## config.mk

```make
export PLATFORM = sky130hd
export DESIGN_NAME = sram_dualport_init
export DESIGN_NICKNAME = d
export VERILOG_FILES = /design/src/rtl/sram_dualport_init.sv
export SDC_FILE = /design/constraint.sdc
export NUM_CORES = 1
export LEC_CHECK = 0
export ABC_AREA = 1
export ABC_CLOCK_PERIOD_IN_PS = 4800
export CAP_MARGIN = 30
export CELL_PAD_IN_SITES_DETAIL_PLACEMENT = 1
export CELL_PAD_IN_SITES_GLOBAL_PLACEMENT = 2
export CORE_UTILIZATION = 44
export CTS_CLUSTER_DIAMETER = 40
export DETAILED_ROUTE_END_ITERATION = 10
export PLACE_DENSITY_LB_ADDON = 0.2
export SLEW_MARGIN = 20
export SYNTH_ARGS = -nofsm -noshare
export SYNTH_HDL_FRONTEND = slang
export SYNTH_SLANG_ARGS = --single-unit
export TNS_END_PERCENT = 30
```

## constraint.sdc

```tcl
create_clock -name clk_i -period 4.8 [get_ports clk_i]
set_input_delay 0.48 -clock clk_i [delete_from_list [all_inputs] [get_ports clk_i]]
set_output_delay 0.48 -clock clk_i [all_outputs]
set_load 0.02 [all_outputs]
```

## src/rtl/sram_dualport_init.sv

```systemverilog
// Simple-dual-port SRAM with per-byte write enables and a sweep that writes INIT_VAL to every word after reset or clear_i.
// Read latency is 1 edge (2 with OUT_REG); client requests are ignored while busy_o is high.
module sram_dualport_init #(
    parameter int              WIDTH    = 32,
    parameter int              DEPTH    = 16,
    parameter int              ADDR_W   = $clog2(DEPTH),
    parameter int              BE_W     = WIDTH / 8,
    parameter int              RDW_MODE = 0,
    parameter int              OUT_REG  = 0,
    parameter logic [WIDTH-1:0] INIT_VAL = '0
) (
    input  logic              clk_i,
    input  logic              rst_i,
    input  logic              clear_i,
    output logic              busy_o,
    input  logic              wen_i,
    input  logic [BE_W-1:0]   be_i,
    input  logic [ADDR_W-1:0] waddr_i,
    input  logic [WIDTH-1:0]  data_i,
    input  logic              ren_i,
    input  logic [ADDR_W-1:0] raddr_i,
    output logic [WIDTH-1:0]  data_o,
    output logic              valid_o
);

    typedef enum logic {ST_SWEEP, ST_IDLE} state_t;

    localparam logic [ADDR_W-1:0] LAST_ADDR = ADDR_W'(DEPTH - 1);
    localparam logic [ADDR_W:0]   DEPTH_L   = DEPTH[ADDR_W:0];

    state_t              r_state;
    logic [ADDR_W-1:0]   r_ptr;
    logic                r_busy;
    logic [WIDTH-1:0]    r_mem [DEPTH];
    logic                r_rd_vld;
    logic [WIDTH-1:0]    r_rd_dat;

    logic                w_idle;
    logic                w_waddr_ok;
    logic                w_raddr_ok;
    logic                w_wr_ok;
    logic                w_rd_ok;
    logic                w_rdw_hit;
    logic [WIDTH-1:0]    w_old;
    logic [WIDTH-1:0]    w_merged;
    logic [WIDTH-1:0]    w_rd_word;

    assign w_idle     = (r_state == ST_IDLE);
    assign w_waddr_ok = ({1'b0, waddr_i} < DEPTH_L);
    assign w_raddr_ok = ({1'b0, raddr_i} < DEPTH_L);
    assign w_wr_ok    = w_idle && wen_i && w_waddr_ok;
    assign w_rd_ok    = w_idle && ren_i;
    assign w_old      = w_raddr_ok ? r_mem[raddr_i] : '0;
    // An invalid read address can never match an accepted write, so the bypass needs no extra guard.
    assign w_rdw_hit  = (RDW_MODE != 0) && w_wr_ok && (waddr_i == raddr_i);
    assign w_rd_word  = w_rdw_hit ? w_merged : w_old;
    assign busy_o     = r_busy;

    always_comb begin
        w_merged = w_old;
        for (int k = 0; k < BE_W; k++) begin
            if (be_i[k]) begin
                w_merged[8*k +: 8] = data_i[8*k +: 8];
            end
        end
    end

    always_ff @(posedge clk_i or posedge rst_i) begin
        if (rst_i) begin
            r_state <= ST_SWEEP;
            r_ptr   <= '0;
            r_busy  <= 1'b1;
        end else begin
            case (r_state)
                ST_SWEEP: begin
                    if (r_ptr == LAST_ADDR) begin
                        r_state <= ST_IDLE;
                        r_ptr   <= '0;
                        r_busy  <= 1'b0;
                    end else begin
                        r_ptr <= r_ptr + 1'b1;
                    end
                end
                ST_IDLE: begin
                    if (clear_i) begin
                        r_state <= ST_SWEEP;
                        r_ptr   <= '0;
                        r_busy  <= 1'b1;
                    end
                end
            endcase
        end
    end

    // Storage has no reset; its contents are defined only by the sweep.
    always_ff @(posedge clk_i) begin
        if (r_state == ST_SWEEP) begin
            r_mem[r_ptr] <= INIT_VAL;
        end else if (w_wr_ok) begin
            for (int k = 0; k < BE_W; k++) begin
                if (be_i[k]) begin
                    r_mem[waddr_i][8*k +: 8] <= data_i[8*k +: 8];
                end
            end
        end
    end

    always_ff @(posedge clk_i or posedge rst_i) begin
        if (rst_i) begin
            r_rd_vld <= 1'b0;
            r_rd_dat <= '0;
        end else begin
            r_rd_vld <= w_rd_ok;
            if (w_rd_ok) begin
                r_rd_dat <= w_rd_word;
            end
        end
    end

    generate
        if (OUT_REG != 0) begin : g_out_reg
            logic             r_out_vld;
            logic [WIDTH-1:0] r_out_dat;

            always_ff @(posedge clk_i or posedge rst_i) begin
                if (rst_i) begin
                    r_out_vld <= 1'b0;
                    r_out_dat <= '0;
                end else begin
                    r_out_vld <= r_rd_vld;
                    if (r_rd_vld) begin
                        r_out_dat <= r_rd_dat;
                    end
                end
            end

            assign valid_o = r_out_vld;
            assign data_o  = r_out_dat;
        end else begin : g_no_out_reg
            assign valid_o = r_rd_vld;
            assign data_o  = r_rd_dat;
        end
    endgenerate

endmodule

```

Yosys cells after proc, flatten, opt, wreduce, memory -nomap -nowiden
Memory sizes are Yosys's and may differ from the RTL's. A register that Yosys moved wholly into a read port is not among the register bits.
Index checks and enable logic that the tools add are counted.
Widths: inputs -> output; s select.
{ "word_totals": {"output_inout_bits": 34, "mem_bits_rw": 512, "word_cells": 43, "mem_count": 1, "reg_bits": 7} }
{ "classes": {"n_reduce_logical": 4, "n_eq_ne": 3, "n_addsub": 1, "n_mux": 29, "n_bitwise": 1} }
{ "memory_table": {"columns": ["name", "words", "word_bits", "rd", "rd_clocked_by_memory_dff", "write_ports", "line_no", "rtl"], "rows": [
  ["r_mem", 16, 32, 1, 1, 1, "34", "logic [WIDTH-1:0] r_mem [DEPTH];"]
]} }
{ "op_table": {"columns": ["cell", "count"], "rows": [
  ["$mux 32", 1],
  ["$reduce_or 32->1", 1],
  ["$mux 1", 21],
  ["$mux 4", 4],
  ["$pmux 4 s2", 1],
  ["$add 4x1->4 const B", 1],
  ["$eq 4x4->1 const B", 1],
  ["$ne 2x2->1 const B", 2],
  ["$pmux 1 s2", 2],
  ["$logic_and 1x1->1", 2],
  ["$reduce_and 2->1", 1],
  ["$not 1->1", 1]
]} }

Longest topological paths before layout
Gate-level depths: netlist of run 1.
{ "depth": {"depth_word": 6, "ltp_mapped": 12, "ltp_nobuf": 9} }

Worst setup path before layout of run 1
OpenSTA, ideal clock, no wires.
{ "synth_timing": {"path_kind": "input to register", "startpoint": "input be_i[3]", "endpoint": "memory r_mem[14][0] (enable)", "arrival_ps": 1634, "slack_ps": 2796, "setup_time_ps": 370, "n_path_buf": 0, "cell_stages": 7, "path_cell_list": "o21ai_4 -> nand2_4 -> nand2_1 -> nand2_2 -> nor2_4 -> nand2_1 -> nor2_1"} }
{ "synth_between": {"elab_chain_len": 6, "word_cells_on_any_way": 7} }
{ "synth_lines": {"columns": ["element", "line_no", "rtl"], "rows": [
  ["from (decl)", "17", "input logic [BE_W-1:0] be_i,"],
  ["$mux 1 (*)", "101", "if (be_i[k]) begin"],
  ["$mux 1 (*)", "99", "end else if (w_wr_ok) begin"],
  ["$mux 1 (*)", "97", "if (r_state == ST_SWEEP) begin"],
  ["$mux 1 (implied by the code) (*)", "102", "r_mem[waddr_i][8*k +: 8] <= data_i[8*k +: 8];"],
  ["$reduce_or 32->1 (no line) (*)", null, null],
  ["$mux 4 (no line)", null, null],
  ["to (decl)", "34", null]
]} }
Mark *: on every way between the ends. The rest lies on a longest branch, timed or not.

Final worst setup path of run 1
{ "layout_timing": {"startpoint": "register r_state", "endpoint": "memory r_mem[11][3] (enable)"} }
{ "layout_between": {"elab_chain_len": 6, "word_cells_on_any_way": 17} }
{ "layout_lines": {"columns": ["element", "line_no", "rtl"], "rows": [
  ["from (decl)", "31", "state_t r_state;"],
  ["from (signal assigned)", "70", "r_state <= ST_SWEEP;"],
  ["from (signal assigned)", "77", "r_state <= ST_IDLE;"],
  ["from (signal assigned)", "86", "r_state <= ST_SWEEP;"],
  ["$logic_and 1x1->1", "51", "assign w_wr_ok = w_idle && wen_i && w_waddr_ok;"],
  ["$mux 1", "99", null],
  ["$mux 1", "97", null],
  ["$mux 1 (implied by the code)", "102", null],
  ["$reduce_or 32->1 (no line)", null, null],
  ["$mux 4 (no line)", null, null]
]} }
Several ways; a longest one is shown, not always the timed one.

==> flow_summary.toml, run 1 <==
[status]
status = "complete, no violations"

[critical_path]
crit_fanout = 9
r2r_slack_ns = 2.08
max_stage_delay_ns = 0.80
cp-start-kind = "register"
worstPathArrival_ns = 2.94
cp_slowest_cell = "nor2_1"
r2r_cells = 9
worstPathCellList = "nand2_1, inv_2, o21ai_4, nand2_4, nand2_1, nand2_1, nor2_4, nand2_2, nor2_1"
crit_path_end_kind = "register"
critPathRequiredTime_ns = 5.02
path_class = "register to register"
r2r-end = "r_mem[11][3]"
crit_top_cell = "nand2_1"
rr_startpoint = "r_state"

[floorplan]
die_w_um = 229
coreArea_mm2 = 0.0506
start_util = 0.449
ios = 83
num_rows = 82
die_h_um = 229
die_area_mm2 = 0.0525

[global_route]
grt_pass1_wl_um = 98100
grt-ovfl-total = 0
grt_antenna_before_repair = 0
grt_max_degree = 121
grt_use_total = 0.251
grt_pass1_vias = 16392

[clocking]
root_buffer = "clkbuf_16"
worstSkewPairLatency_ns = 0.61
cts_hold_buf = 0
htreeDepth = 3
post_cts_resize_count = 0
cts.sinks = 551
numCtsBuffers = 81
postCtsSetupBuffers = 0
clk_pin_slew_worst_paths_ns = 0.06
cts.path.max_buffers = 3
cts_tree = "built"

[timing]
min_period_ns = 2.72
post-route-period-util = 0.567
hold_viol = 0
fmax_mhz = 367
worstMarginPinSlew_ns = 1.03
finalSetupViolCount = 0
tns_ns = 0
setup_slack_ns = 2.08
grt_setup_unrepaired = "false"
whs_ns = 0.386
relSlewSlack = 0.310
finClkSkew_ns = 0.0203
drv_slew = 0

[power_and_ir_drop]
internal_power_mw = 11.3
p_clk_frac = 0.374
power_density_mw_per_mm2 = 592
leakage_nw = 10.7
p_sw_mw = 4.81
irDropWorstVdd_mv = 0.326
swShare = 0.299
p_comb_frac = 0.188
pwr-share-seq = 0.438

[routing]
dr.pass1.iters = 5
viasPerCell = 5.37
vias = 15494
drt_iter0_drc = 1205
antenna_left = 0
wl_um = 65100
post_drt_wl_per_cell_um = 22.5
drcViolationCount = 0

[synthesis]
yosysUniqueCellTypes = 23
yosysTopAreaCell = "edfxtp_1"
synth_area_leaders = "edfxtp_1 68%, nand2_1 13%, nand3_1 8.7%, dfrtp_1 4.2%, nor2_1 1.6%"
synth-seq-cells = 551
yosysTopAreaCellShare = 0.677
synth.avg_cell_area_um2 = 11.1
synthesis.instances = 2040
synth_area_mm2 = 0.0227
seq_area_frac_synth = 0.720
ys_warn_count = 0
syn-num-nets = 2090

[final_layout]
mostFrequentLayoutCell = "nand2_1"
mostFrequentLayoutCells = "784 x nand2_1, 512 x edfxtp_1, 395 x nand3_1, 92 x nor2_1, 84 x clkbuf_16"
diodes = 0
nets = 2197
fin_util = 0.537
syn_to_final_growth_pct = 19.6
drive_gt1_frac = 0.110

[placed_design]
gp_congestion = 0.802
io_buffers = 82
place_ws_ns = 1.48
hpwl_um = 38300

[worst_hold_path]
hold_class = "input port to asynchronous set/reset pin"

[flow_run]
cap_violations = 0
[cell usage after synthesis (all sizes together)]
library cell  number
a21oi              5
nand2            805
nor2             106
nand3            395
ha                 1
clkbuf            25
dfrtp             38
inv               49
or2                1
xnor2              1
buf               93
xor2               1
dfstp              1
o22ai              2
o21ai              5
edfxtp           512
[state kept, by name, indices dropped and copies added, names as in the netlist]
register  flops
r_mem       512
data_o       32
r_ptr         4
busy_o        1
r_state       1
valid_o       1
[worst max path at each step]
stage	startpoint	endpoint	slack, ns	depth (start not counted)
3_3_place_gp	wen_i	r_mem[14][10]	1.31	8
3_5_place_dp	wen_i	r_mem[15][10]	1.48	8
2_1_floorplan	be_i[3]	r_mem[14][0]	2.80	7
5_1_grt	r_state	r_mem[11][3]	2.00	9
4_1_cts	r_state	r_mem[8][21]	2.05	9
6_report	r_state	r_mem[11][3]	2.08	9
[worst max-delay path: cells and delay by family, from the launching register on]
| family | cells | cell delay [ns] |
|---|---|---|
| flip-flops | 1 | 0.46 |
| buffers and inverters | 1 | 0.07 |
| AND/OR/NAND/NOR | 7 | 1.65 |
| AO/OA/AOI/OAI | 1 | 0.14 |
[layer usage]
layer	wire length, um	global-route usage	vias up
met5	0	0	-
met4	1490	0.0890	0
met3	3160	0.0425	99
met2	32400	0.427	390
met1	28000	0.323	7807
li1	-	-	7198
[power groups by stage]
stage          combinational [mW]  sequential [mW]  clock [mW]
6_report                     3.01             7.04        6.01
5_1_grt                      3.28             7.14        6.28
4_1_cts                      2.98             7.05        6.11
3_5_place_dp                 2.96             7.13           0
3_3_place_gp                 2.82             7.08           0
2_1_floorplan                1.59             7.16           0
[metrics by stage]
stage / power [mW] / cells / cell area [um2]
finish: 16.1 / 2886 / 27100
detailed placement: 10.1 / 2708 / 24100
global route: 16.7 / 2886 / 27100
global placement: 9.90 / 2703 / 24100
CTS: 16.1 / 2858 / 26900
floorplan: 8.75 / 2040 / 22700
[kinds of logic after synthesis]
group	count (synthesis)	synth area share
AOI/OAI and AO/OA	12	0.00375
xor gates and xnor gates	2	0.000772
adders and majority gates	1	0.000551
buffers and inverters	167	0.0318
and+or+nand+nor	1307	0.243
DFF	551	0.720
[cell type report]
class / instances / area, um2
clock buffer: 96 / 2170
clock inverter: 54 / 617
fill: 5312 / 23400
inverter: 49 / 191
multi-input combinational: 1322 / 5660
sequential: 551 / 16400
tap: 672 / 841
timing repair buffer: 142 / 1320
No activity file was read; power rests on OpenSTA's default activity.
==> run 2: changes to the inputs <==
Settings changed: ABC_CLOCK_PERIOD_IN_PS 4800 to 2200, CORE_UTILIZATION 44 to 37.
Clock period 4.8 ns to 2.2 ns, I/O delays scaled along.
==> run 2 against run 1 <==
Net effect:
- worst hold slack got worse by 0.18 ns
- largest cell class unchanged
- highest routed layer unchanged
- final cell count rose by 7.6%
- register-to-register slack got worse by 2.0 ns
- sequential cell count did not move
- critical path type unchanged
- routed wire length rose by 4.4%
- utilization fell by 5.8 points
- via count rose by 1.4%
==> flow_summary.toml, run 2 (synthesis results as in run 1) <==
[routing]
drcViolationCount = 0
drt_iter0_drc = 1137
wl_um = 67900
antenna_left = 0
viasPerCell = 5.06
dr.pass1.iters = 5
post_drt_wl_per_cell_um = 21.9
vias = 15709

[power_and_ir_drop]
pwr-share-seq = 0.412
p_clk_frac = 0.385
p_comb_frac = 0.203
leakage_nw = 11.6
irDropWorstVdd_mv = 0.575
swShare = 0.295
internal_power_mw = 26.3
power_density_mw_per_mm2 = 1290
power_mw = 37.3
p_sw_mw = 11.0

[clocking]
cts.path.max_buffers = 3
root_buffer = "clkbuf_16"
cts_tree = "built"
numCtsBuffers = 89
htreeDepth = 3
clk_pin_slew_worst_paths_ns = 0.05
worstSkewPairLatency_ns = 0.62
cts.sinks = 551

[final_layout]
diodes = 0
mostFrequentLayoutCell = "nand2_1"
mostFrequentLayoutCells = "780 x nand2_1, 512 x edfxtp_1, 395 x nand3_1, 99 x buf_4, 93 x clkbuf_16"
regMostFlops = "r_mem"
nets = 2299
largest_reg_flops = 512
layoutNonFillerInstCount = 3105
drive_gt1_frac = 0.155
syn_to_final_growth_pct = 27.5
finish.instance_area_mm2 = 0.0289

[global_route]
grt_pass1_wl_um = 102000
grt_pass1_vias = 16628
grt-ovfl-total = 0
grt_antenna_before_repair = 0
grt_max_degree = 80
grt_use_total = 0.221

[timing]
grt_setup_unrepaired = "true"
finalSetupViolCount = 0
min_period_ns = 2.16
post-route-period-util = 0.980
drv_slew = 0
worstMarginPinSlew_ns = 0.507
hold_viol = 0
whs_ns = 0.209
fmax_mhz = 464
relSlewSlack = 0.662
finClkSkew_ns = 0.0163

[critical_path]
path_delay_family = "simple AND/OR/NAND/NOR gates"
max_stage_delay_ns = 0.42
cp-start-kind = "register"
crit_path_end_kind = "register"
worstPathCellList = "nand2_2, inv_4, o21ai_4, buf_4, nand3_1, nand2_2, nor2_4, nand2_2, nor2_1, buf_4"
startpoint = "r_state"
path_class = "register to register"
cp_slowest_cell = "dfrtp_1"
crit_top_cell = "nand2_2"
crit_fanout = 8
worstPathArrival_ns = 2.48
worst-path-buf-inv = 3
critPathRequiredTime_ns = 2.52
rr_startpoint = "r_state"

[worst_hold_path]
hold_class = "input port to register"
min_from = "raddr_i[3]"

[floorplan]
die_h_um = 250
ios = 83
coreArea_mm2 = 0.0605
start_util = 0.376
num_rows = 90
die_area_mm2 = 0.0624
die_w_um = 250

[placed_design]
dp_cells = 2935
io_buffers = 82
hpwl_um = 43100
gp_congestion = 0.808
postPlaceCellArea_mm2 = 0.0257

[status]
status = "complete, no violations"

[flow_run]
cap_violations = 0
run 2: final timing paths:
path / depth (start not counted) / slack (ns) / to
min in group asynchronous: 4 / 0.53 / data_o[22]
min reg2reg: 2 / 0.47 / data_o[30]
max in group asynchronous: 4 / 1.32 / busy_o
max: 10 / 0.04 / r_mem[15][23]
min: 6 / 0.21 / data_o[19]
max reg2reg: 10 / 0.04 / r_mem[15][23]
run 2: routing by layer:
layer  share of wire  vias up  global-route usage
li1                -     7419                   -
met1            0.44     7842               0.296
met2            0.49      342               0.364
met3           0.043      106              0.0357
met4           0.026        0              0.0765
met5               0        -                   0
run 2: cell type report:
type | instances | area (um2)
fill | 6383 | 31500
inverter | 49 | 194
timing repair buffer | 235 | 2620
clock buffer | 102 | 2380
clock inverter | 63 | 723
tap | 782 | 978
sequential | 551 | 16400
multi-input combinational | 1323 | 5700
run 2: power groups by stage:
| stage | Combinational, mW | Clock (mW) | Sequential (mW) |
|---|---|---|---|
| global placement | 7.25 | 0 | 15.5 |
| global route | 8.25 | 15.0 | 15.6 |
| CTS | 7.51 | 14.6 | 15.4 |
| floorplan | 3.47 | 0 | 15.6 |
| detailed placement | 7.46 | 0 | 15.5 |
| finish | 7.57 | 14.3 | 15.4 |
run 2: what timing repair did:
action	in CTS	in global routing
hold buffers	1	0
endpoints found under the setup margin	0	396
gates resized for setup	0	19
hold endpoints to repair	28	0
buffers inserted	0	3
run 2: worst reg2reg max path, cell delays in order (launching register included):
cell	delay, ns
dfrtp_1	0.42
nand2_2	0.09
inv_4	0.11
o21ai_4	0.08
buf_4	0.16
nand3_1	0.10
nand2_2	0.11
nor2_4	0.20
nand2_2	0.24
nor2_1	0.17
buf_4	0.19
run 2: per-stage QoR:
stage	TNS, ns	setup slack [ns]	utilization
2_1_floorplan	0	0.259	-
3_3_place_gp	-97.32	-0.249	0.426
3_5_place_dp	-126.90	-0.293	0.426
4_1_cts	0	0.00412	0.477
5_1_grt	-0.632	-0.0239	0.479
6_report	0	0.0445	0.479
